$ cat config.mk
export PLATFORM = sky130hd
export DESIGN_NAME = lap_timer_core
export DESIGN_NICKNAME = d
export VERILOG_FILES = /design/src/rtl/lap_timer_pkg.sv /design/src/rtl/bcd_digit_counter.sv /design/src/rtl/lap_timer_core.sv
export SDC_FILE = /design/constraint.sdc
export NUM_CORES = 1
export LEC_CHECK = 0
export ABC_AREA = 1
export ABC_CLOCK_PERIOD_IN_PS = 2000
export CORE_MARGIN = 2
export CORE_UTILIZATION = 45
export CTS_BUF_LIST = sky130_fd_sc_hd__clkbuf_8 sky130_fd_sc_hd__clkbuf_16
export DETAILED_ROUTE_END_ITERATION = 6
export PLACE_DENSITY = 0.74
export SYNTH_ARGS = -nofsm -noshare
export SYNTH_HDL_FRONTEND = slang
export SYNTH_SLANG_ARGS = --single-unit
$ cat constraint.sdc
create_clock -name clk -period 2 [get_ports clk]
set_clock_uncertainty 0.1 [all_clocks]
set_input_delay 0.4 -clock clk [delete_from_list [all_inputs] [get_ports clk]]
set_output_delay 0.4 -clock clk [all_outputs]
set_load 0.02 [all_outputs]
$ cat src/rtl/lap_timer_pkg.sv
// Shared types and helpers for the lap timer: FSM states, BCD digit type, prescaler terminal count.
package lap_timer_pkg;

  typedef enum logic [2:0] {
    IDLE,
    RUN,
    PAUSE,
    RUN_LAP,
    PAUSE_LAP
  } lap_state_t;

  typedef logic [3:0] bcd_digit_t;

  localparam bcd_digit_t BCD_MAX = 4'd9;

  function automatic int prescale_max(input int clk_hz, input int tick_hz);
    return (clk_hz / tick_hz) - 1;
  endfunction

endpackage

$ cat src/rtl/bcd_digit_counter.sv
// One BCD digit of the cascade: steps on en, loads a clamped preset, reports carry/borrow to the next digit.
// Down-count (borrow) logic exists only when DOWN_EN is set.
module bcd_digit_counter
  import lap_timer_pkg::*;
#(
  parameter bit DOWN_EN = 1'b0
) (
  input  logic       clk,
  input  logic       reset,
  input  logic       clr,
  input  logic       en,
  input  logic       down,
  input  logic       load,
  input  bcd_digit_t load_val,
  output bcd_digit_t q,
  output logic       co
);

  logic at_end;
  logic step_down;

  if (DOWN_EN) begin : g_dn
    assign step_down = down;
    assign at_end    = down ? (q == 4'd0) : (q == BCD_MAX);
  end else begin : g_up
    logic unused_down;
    assign unused_down = down;
    assign step_down   = 1'b0;
    assign at_end      = (q == BCD_MAX);
  end

  assign co = en & at_end;

  always_ff @(posedge clk) begin
    if (reset || clr) begin
      q <= '0;
    end else if (load) begin
      q <= (load_val > BCD_MAX) ? BCD_MAX : load_val;
    end else if (en) begin
      if (step_down) q <= at_end ? BCD_MAX : q - 4'd1;
      else           q <= at_end ? 4'd0 : q + 4'd1;
    end
  end

endmodule

$ cat src/rtl/lap_timer_core.sv
// Lap timer: prescaled tick drives an N-digit BCD cascade with lap freeze and a saturating wrap counter.
// Down-count mode (load_value preset, done pulse) is built only when LAP_TIMER_COUNTDOWN_EN is defined.
module lap_timer_core
  import lap_timer_pkg::*;
#(
  parameter int CLK_FREQ_HZ = 100_000_000,
  parameter int TICK_HZ     = 100,
  parameter int NUM_DIGITS  = 4,
  parameter int FRAC_DIGITS = 2,
  parameter int WRAP_BITS   = 16
) (
  input  logic                    clk,
  input  logic                    reset,
  input  logic                    start,
  input  logic                    stop,
  input  logic                    lap,
  input  logic                    clear,
  input  logic                    mode_down,
  input  logic [4*NUM_DIGITS-1:0] load_value,
  output logic [4*NUM_DIGITS-1:0] display,
  output logic                    running,
  output logic                    lap_active,
  output logic [WRAP_BITS-1:0]    wrap_count,
  output logic                    done
);

  localparam int            PMAX  = prescale_max(CLK_FREQ_HZ, TICK_HZ);
  localparam int            PW    = (PMAX > 0) ? $clog2(PMAX + 1) : 1;
  localparam logic [PW-1:0] PTERM = PW'(PMAX);
  localparam int            DW    = 4 * NUM_DIGITS;
  localparam int            unused_frac = FRAC_DIGITS;

  lap_state_t          state, nstate;
  logic [PW-1:0]       presc;
  logic [DW-1:0]       count, lap_reg;
  logic [NUM_DIGITS:0] carry;
  logic c_stop, c_start, c_lap;
  logic tick, zero_hit, wrap_hit, dir_down, load_now;

  // Only the highest-priority pulse of a cycle is acted on.
  assign c_stop   = stop & ~clear;
  assign c_start  = start & ~stop & ~clear;
  assign c_lap    = lap & ~start & ~stop & ~clear;
  assign tick     = running && (presc == PTERM);
  assign zero_hit = dir_down && running && (count == '0);
  assign carry[0] = tick && !zero_hit;
  assign wrap_hit = carry[NUM_DIGITS] && !dir_down;

`ifdef LAP_TIMER_COUNTDOWN_EN
  localparam bit DOWN_EN = 1'b1;
  logic done_q;
  assign load_now = (state == IDLE) && c_start && mode_down;
  assign done     = done_q;

  always_ff @(posedge clk) begin
    if (reset || clear) begin
      dir_down <= 1'b0;
      done_q   <= 1'b0;
    end else begin
      done_q <= zero_hit;
      if (state == IDLE && c_start) dir_down <= mode_down;
    end
  end
`else
  localparam bit DOWN_EN = 1'b0;
  logic unused_mode;
  assign unused_mode = mode_down;
  assign load_now    = 1'b0;
  assign dir_down    = 1'b0;
  assign done        = 1'b0;
`endif

  for (genvar g = 0; g < NUM_DIGITS; g++) begin : g_digit
    bcd_digit_counter #(.DOWN_EN(DOWN_EN)) u_digit (
      .clk      (clk),
      .reset    (reset),
      .clr      (clear),
      .en       (carry[g]),
      .down     (dir_down),
      .load     (load_now),
      .load_val (load_value[4*g +: 4]),
      .q        (count[4*g +: 4]),
      .co       (carry[g+1])
    );
  end

  always_comb begin
    nstate = state;
    if (clear || zero_hit) begin
      nstate = IDLE;
    end else begin
      unique case (state)
        IDLE:      if (c_start) nstate = RUN;
        RUN:       if (c_stop) nstate = PAUSE;
                   else if (c_lap) nstate = RUN_LAP;
        PAUSE:     if (c_start) nstate = RUN;
        RUN_LAP:   if (c_stop) nstate = PAUSE_LAP;
                   else if (c_lap) nstate = RUN;
        PAUSE_LAP: if (c_start) nstate = RUN_LAP;
                   else if (c_lap) nstate = PAUSE;
        default:   nstate = IDLE;
      endcase
    end
  end

  always_ff @(posedge clk) begin
    if (reset || clear) begin
      state      <= IDLE;
      running    <= 1'b0;
      lap_active <= 1'b0;
      presc      <= '0;
      lap_reg    <= '0;
      display    <= '0;
      wrap_count <= '0;
    end else begin
      state      <= nstate;
      running    <= (nstate == RUN) || (nstate == RUN_LAP);
      lap_active <= (nstate == RUN_LAP) || (nstate == PAUSE_LAP);
      // Prescaler holds while paused so a resume continues mid-tick.
      if (state == IDLE)  presc <= '0;
      else if (running)   presc <= tick ? '0 : presc + 1'b1;
      if (state == RUN && c_lap) lap_reg <= count;
      display <= lap_active ? lap_reg : count;
      if (wrap_hit && wrap_count != '1) wrap_count <= wrap_count + 1'b1;
    end
  end

endmodule

### Word-level counts from Yosys, hierarchy flattened

Index checks and enable logic that the tools add are counted.

| cells by class | value |
|---|---|
| add/sub/neg operators | 6 |
| $mul | 0 |
| divide/modulo/power cells | 0 |
| $lt $le $gt $ge | 0 |
| equality and inequality tests | 13 |
| shift operators | 0 |
| mux-type cells | 15 |
| bitwise logic cells | 13 |
| reduce and logical (&&, ||, !) cells | 9 |

Operators by type and width:

| kind | count |
|---|---|
| $mux 3 | 8 |
| $add 20x1->20 const B | 1 |
| $eq 20x20->1 const B | 1 |
| $mux 20 | 1 |
| $add 16x1->16 const B | 1 |
| $add 4x1->4 const B | 4 |
| $eq 4x4->1 const B | 4 |
| $mux 16 | 1 |
| $mux 4 | 4 |
| $ne 16x16->1 const B | 1 |
| $pmux 3 s4 | 1 |
| $and 1x1->1 | 10 |
| $eq 3x2->1 const B | 3 |
| $eq 3x1->1 const B | 2 |
| $eq 3x3->1 const B | 2 |
| $reduce_or 2->1 | 2 |
| $logic_and 1x1->1 | 3 |
| $logic_not 3->1 | 1 |
| $logic_or 1x1->1 | 3 |
| $not 1->1 | 3 |

| storage, ports and cells | value |
|---|---|
| bits in registers | 89 |
| latch bits | 0 |
| bits in writable memories | 0 |
| bits in read-only memories | 0 |
| bits of input ports | 23 |
| output and inout bits | 35 |
| logic and storage cells | 67 |
| memories kept | 0 |

### Depth between registers and ports, before layout

| logic depth | value |
|---|---|
| depth after elaboration | 10 |
| gate-level depth with buffers | 11 |
| mapped depth without buffers | 11 |

### Cells and area by module

A second synthesis with hierarchy kept.

| unflattened totals | value |
|---|---|
| cell total of the unflattened synthesis | 680 |
| area total of the unflattened synthesis | 4468.0 sq um |

Modules (own cells, without submodules):

| module | instances | cells each | area an instance (sq um) | sequential area each (sq um) |
|---|---|---|---|---|
| lap_timer_core | 1 | 496 | 3362.0 | 1461.4 |
| bcd_digit_counter | 4 | 46 | 276.5 | 80.1 |

### Worst setup path before layout

No wires, ideal clock.

| path | value |
|---|---|
| path kind | flip-flop to flip-flop |
| from | reg wrap_count[1] |
| to | reg wrap_count[13] |
| library setup time | 0.114 ns |
| data arrival time | 1.582 ns |
| required time | 1.786 ns |
| slack | 0.204 ns |
| stages on the path, launching flop included | 9 |
| period minus slack after synthesis | 1.796 ns |
| path through | dfxtp_1 ha_1 nand2_1 nor2_1 nand4_1 nand4_4 nand2_1 nand2_1 nor2_1 |

| between the ends | value |
|---|---|
| longest elaborated chain between the ends | 2 |
| elaborated cells on any way between the ends | 3 |
| those cells by class | add/sub: 1; eq/ne: 1; reduce/logical: 1 |

RTL lines:

| what | RTL line | source |
|---|---|---|
| start: declaration | lap_timer_core.sv:23 | `output logic [WRAP_BITS-1:0] wrap_count,` |
| start signal: assignment | lap_timer_core.sv:124 | `if (wrap_hit && wrap_count != '1) wrap_count <= wrap_count + 1'b1;` |
| parallel branches: the longest is 2 deep, another holds $add 16x1->16 | n/a |  |

Parallel ways; which one is timed is not known.
A chain may end at the register's enable or synchronous reset.

### Final worst setup path

| path | value |
|---|---|
| from | reg wrap_count[12] |
| to | out wrap_count[12] |

No word-level cell between the ends.

==> run metrics <==
Max Root-Sink Buffers 2; Initial DRT Pass Iterations 5; Max-Cap Viols 0; R2R setup slack ~0.16 ns; CTS buffer count 9; drt via density 5.06; Final Hold Fails 0; CP max FO 5; H-tree Lvls 3; Async SR Flop Fraction 0%; Reg2Reg Launch Point wrap_count[0]$_SDFFE_PP0P_; clk_lat worst skew 0.36 ns; Clk network pwr share 37.8%; Synth Register Bits between 80 and 90; PnR Total Power 3.00 mW; hold_sp lap_reg[9]$_SDFFE_PP0P_; Mapped Cells 625; Netlist cell types 39; total negative slack 0 ns; Post-Place Cells roughly 800; syn nets 650; Vias about 4100; Max stage delay on crit path around 0.65 ns; register area share after synthesis roughly two fifths; placed inst area roughly 5000 µm²; Clk pin slew, worst setup/hold paths roughly 0.10 ns; I/O pin count between 50 and 60; sw frac roughly 24%; Area Growth Syn to Fin 20.0%; first-pass GRT wire length ~16000 µm; max reg flops 20; type of the worst min-delay path reg2reg; cts hold-fix bufs 0; Crit path max-delay family buffers and inverters; # rows 35; antenna violations before repair 0; port bufs 39; Netlist Area Pre-Place 4360 µm²; design area ~5200 µm²; worst path cell trace clkdlybuf4s50_1; WP data arrival 1.46 ns; P_int between 2 and 2.5 mW; Synth Flop Type dfxtp_1; outcome complete, no violations; NetSw just over 700 µW; period utilization between 90 and 100%; final setup fails 0; chip height between 100 and 150 µm; Max Clk Rate 510 MHz; Pwr Density around 570 nW/µm²; drt wl/cell between 10 and 15 µm; CP endpoint kind output port; detailed placement HPWL between 6000 and 7000 µm; antenna cells 0; pin count of the biggest net entering global routing 36; drt total wl between 9000 and 10000 µm; yosys warns 0; share of layout cells above drive strength 1 about a tenth; Initial Util between 40% and 50%; number of global-route vias before repair approximately 3700; CP Buf/Inv Count 1; critical path class reg2out; CTS sink cnt slightly below 90; RD Place Congestion 0.875; Top reg by flops presc; DIE AREA about 10000 µm²; TritonCTS clock tree yes; Iteration-0 DRC Markers 228; Worst Setup SP wrap_count[12]$_SDFFE_PP0P_; Fill cells roughly 860; DRC 0; fin crit period 1.96 ns; Slew Viols, Final 0; EDFF count, synth 0; Mapped Avg Cell Area approximately 7 µm²; overall track demand over capacity in global routing a little under a fifth; VDD IR max about 310 µV; Seq pwr share around 59%; die width 102 µm; Leakage between 2 and 2.5 nW; NumNets Final between 700 and 800; logic gate share of total power 3.1%; slowest stage cell, crit path clkdlybuf4s50_1; non-filler instance count after layout between 800 and 900; core area 9330 µm²; CP required approximately 1.5 ns; Antenna Nets Post-Route 0; crit path launch type flop; Hold Slack 0.367 ns; grt ovf 0; clock root cell clkbuf_8
power by group through the flow:
stage	Clock [mW]	Combinational [mW]	Sequential, mW
2_1_floorplan	0	0.0517	1.82
3_3_place_gp	0	0.0900	1.82
3_5_place_dp	0	0.0924	1.82
4_1_cts	1.16	0.0921	1.77
5_1_grt	1.22	0.103	1.77
6_report	1.13	0.0923	1.77
metrics by stage:
step / util (%) / worst slack [ns]
floorplan: - / 0.204
global placement: 53.8 / 0.0565
detailed placement: 53.8 / -0.00484
CTS: 55.6 / 0.0424
global route: 56.0 / -0.0167
finish: 56.0 / 0.0378
synthesized netlist by cell type, types with 3 or more instances:
| library cell | instances | area [µm²] |
|---|---|---|
| nor3_1 | 19 | 95.1 |
| inv_1 | 83 | 312 |
| a21oi_1 | 54 | 270 |
| nor3b_1 | 3 | 22.5 |
| nand4_1 | 24 | 150 |
| nand3_2 | 3 | 30.0 |
| o21ai_0 | 46 | 230 |
| dfxtp_1 | 89 | 1780 |
| nand4_4 | 3 | 63.8 |
| nor2_1 | 93 | 349 |
| clkbuf_1 | 12 | 45.0 |
| nand2_1 | 107 | 402 |
| buf_4 | 4 | 30.0 |
| nand3b_1 | 3 | 22.5 |
| xor2_1 | 7 | 61.3 |
| inv_2 | 6 | 22.5 |
| nand3_1 | 29 | 145 |
| nor2_2 | 7 | 43.8 |
| nor2_4 | 4 | 45.0 |
layout by cell type (no fill, tap or decap), drive strengths merged, types with 9 or more instances in the layout:
cell	instances
a21oi	54
inv	94
buf	22
nor2	105
nand3	33
clkdlybuf4s50	38
nand4	27
o21ai	48
nand2	109
dfxtp	89
nor3	21
clkbuf	9
repair_timing:
item	4_1_cts	5_1_grt
endpoints found under the setup margin	1	14
pin swaps	0	1
resized for setup	1	6
buffers inserted	0	1
cell families after synthesis:
family | count (synthesis) | share of synthesized area, %
other | 1 | 0.0861
AOI/OAI and AO/OA | 111 | 13.2
xor gates and xnor gates | 8 | 1.61
buffers and inverters | 108 | 9.85
and+or+nand+nor | 306 | 33.7
DFF | 89 | 40.9
adders and majority gates | 2 | 0.574
routing by layer:
metal / wire length [µm] / track usage (%)
met5: 0 / 0
met4: 142 / 6.67
met3: 541 / 3.76
met2: 4140 / 29.6
met1: 4500 / 25.5
area by class of cell:
cell class | count | area, µm² | share of cell area [%]
Sequential cell | 89 | 1780 | 34.1
Clock inverter | 7 | 52.6 | 1.01
Inverter | 90 | 338 | 6.46
Clock buffer | 9 | 124 | 2.37
Timing Repair Buffer | 61 | 592 | 11.3
Multi-Input combinational cell | 428 | 2180 | 41.6
Tap cell | 129 | 161 | 3.09
final timing paths:
check / depth (start not counted) / to
min reg2reg: 2 / display[9]$_SDFF_PP0_
max reg2reg: 10 / wrap_count[12]$_SDFFE_PP0P_
min: 2 / display[9]$_SDFF_PP0_
max: 1 / wrap_count[12]
(Power assumes the default switching activity.)
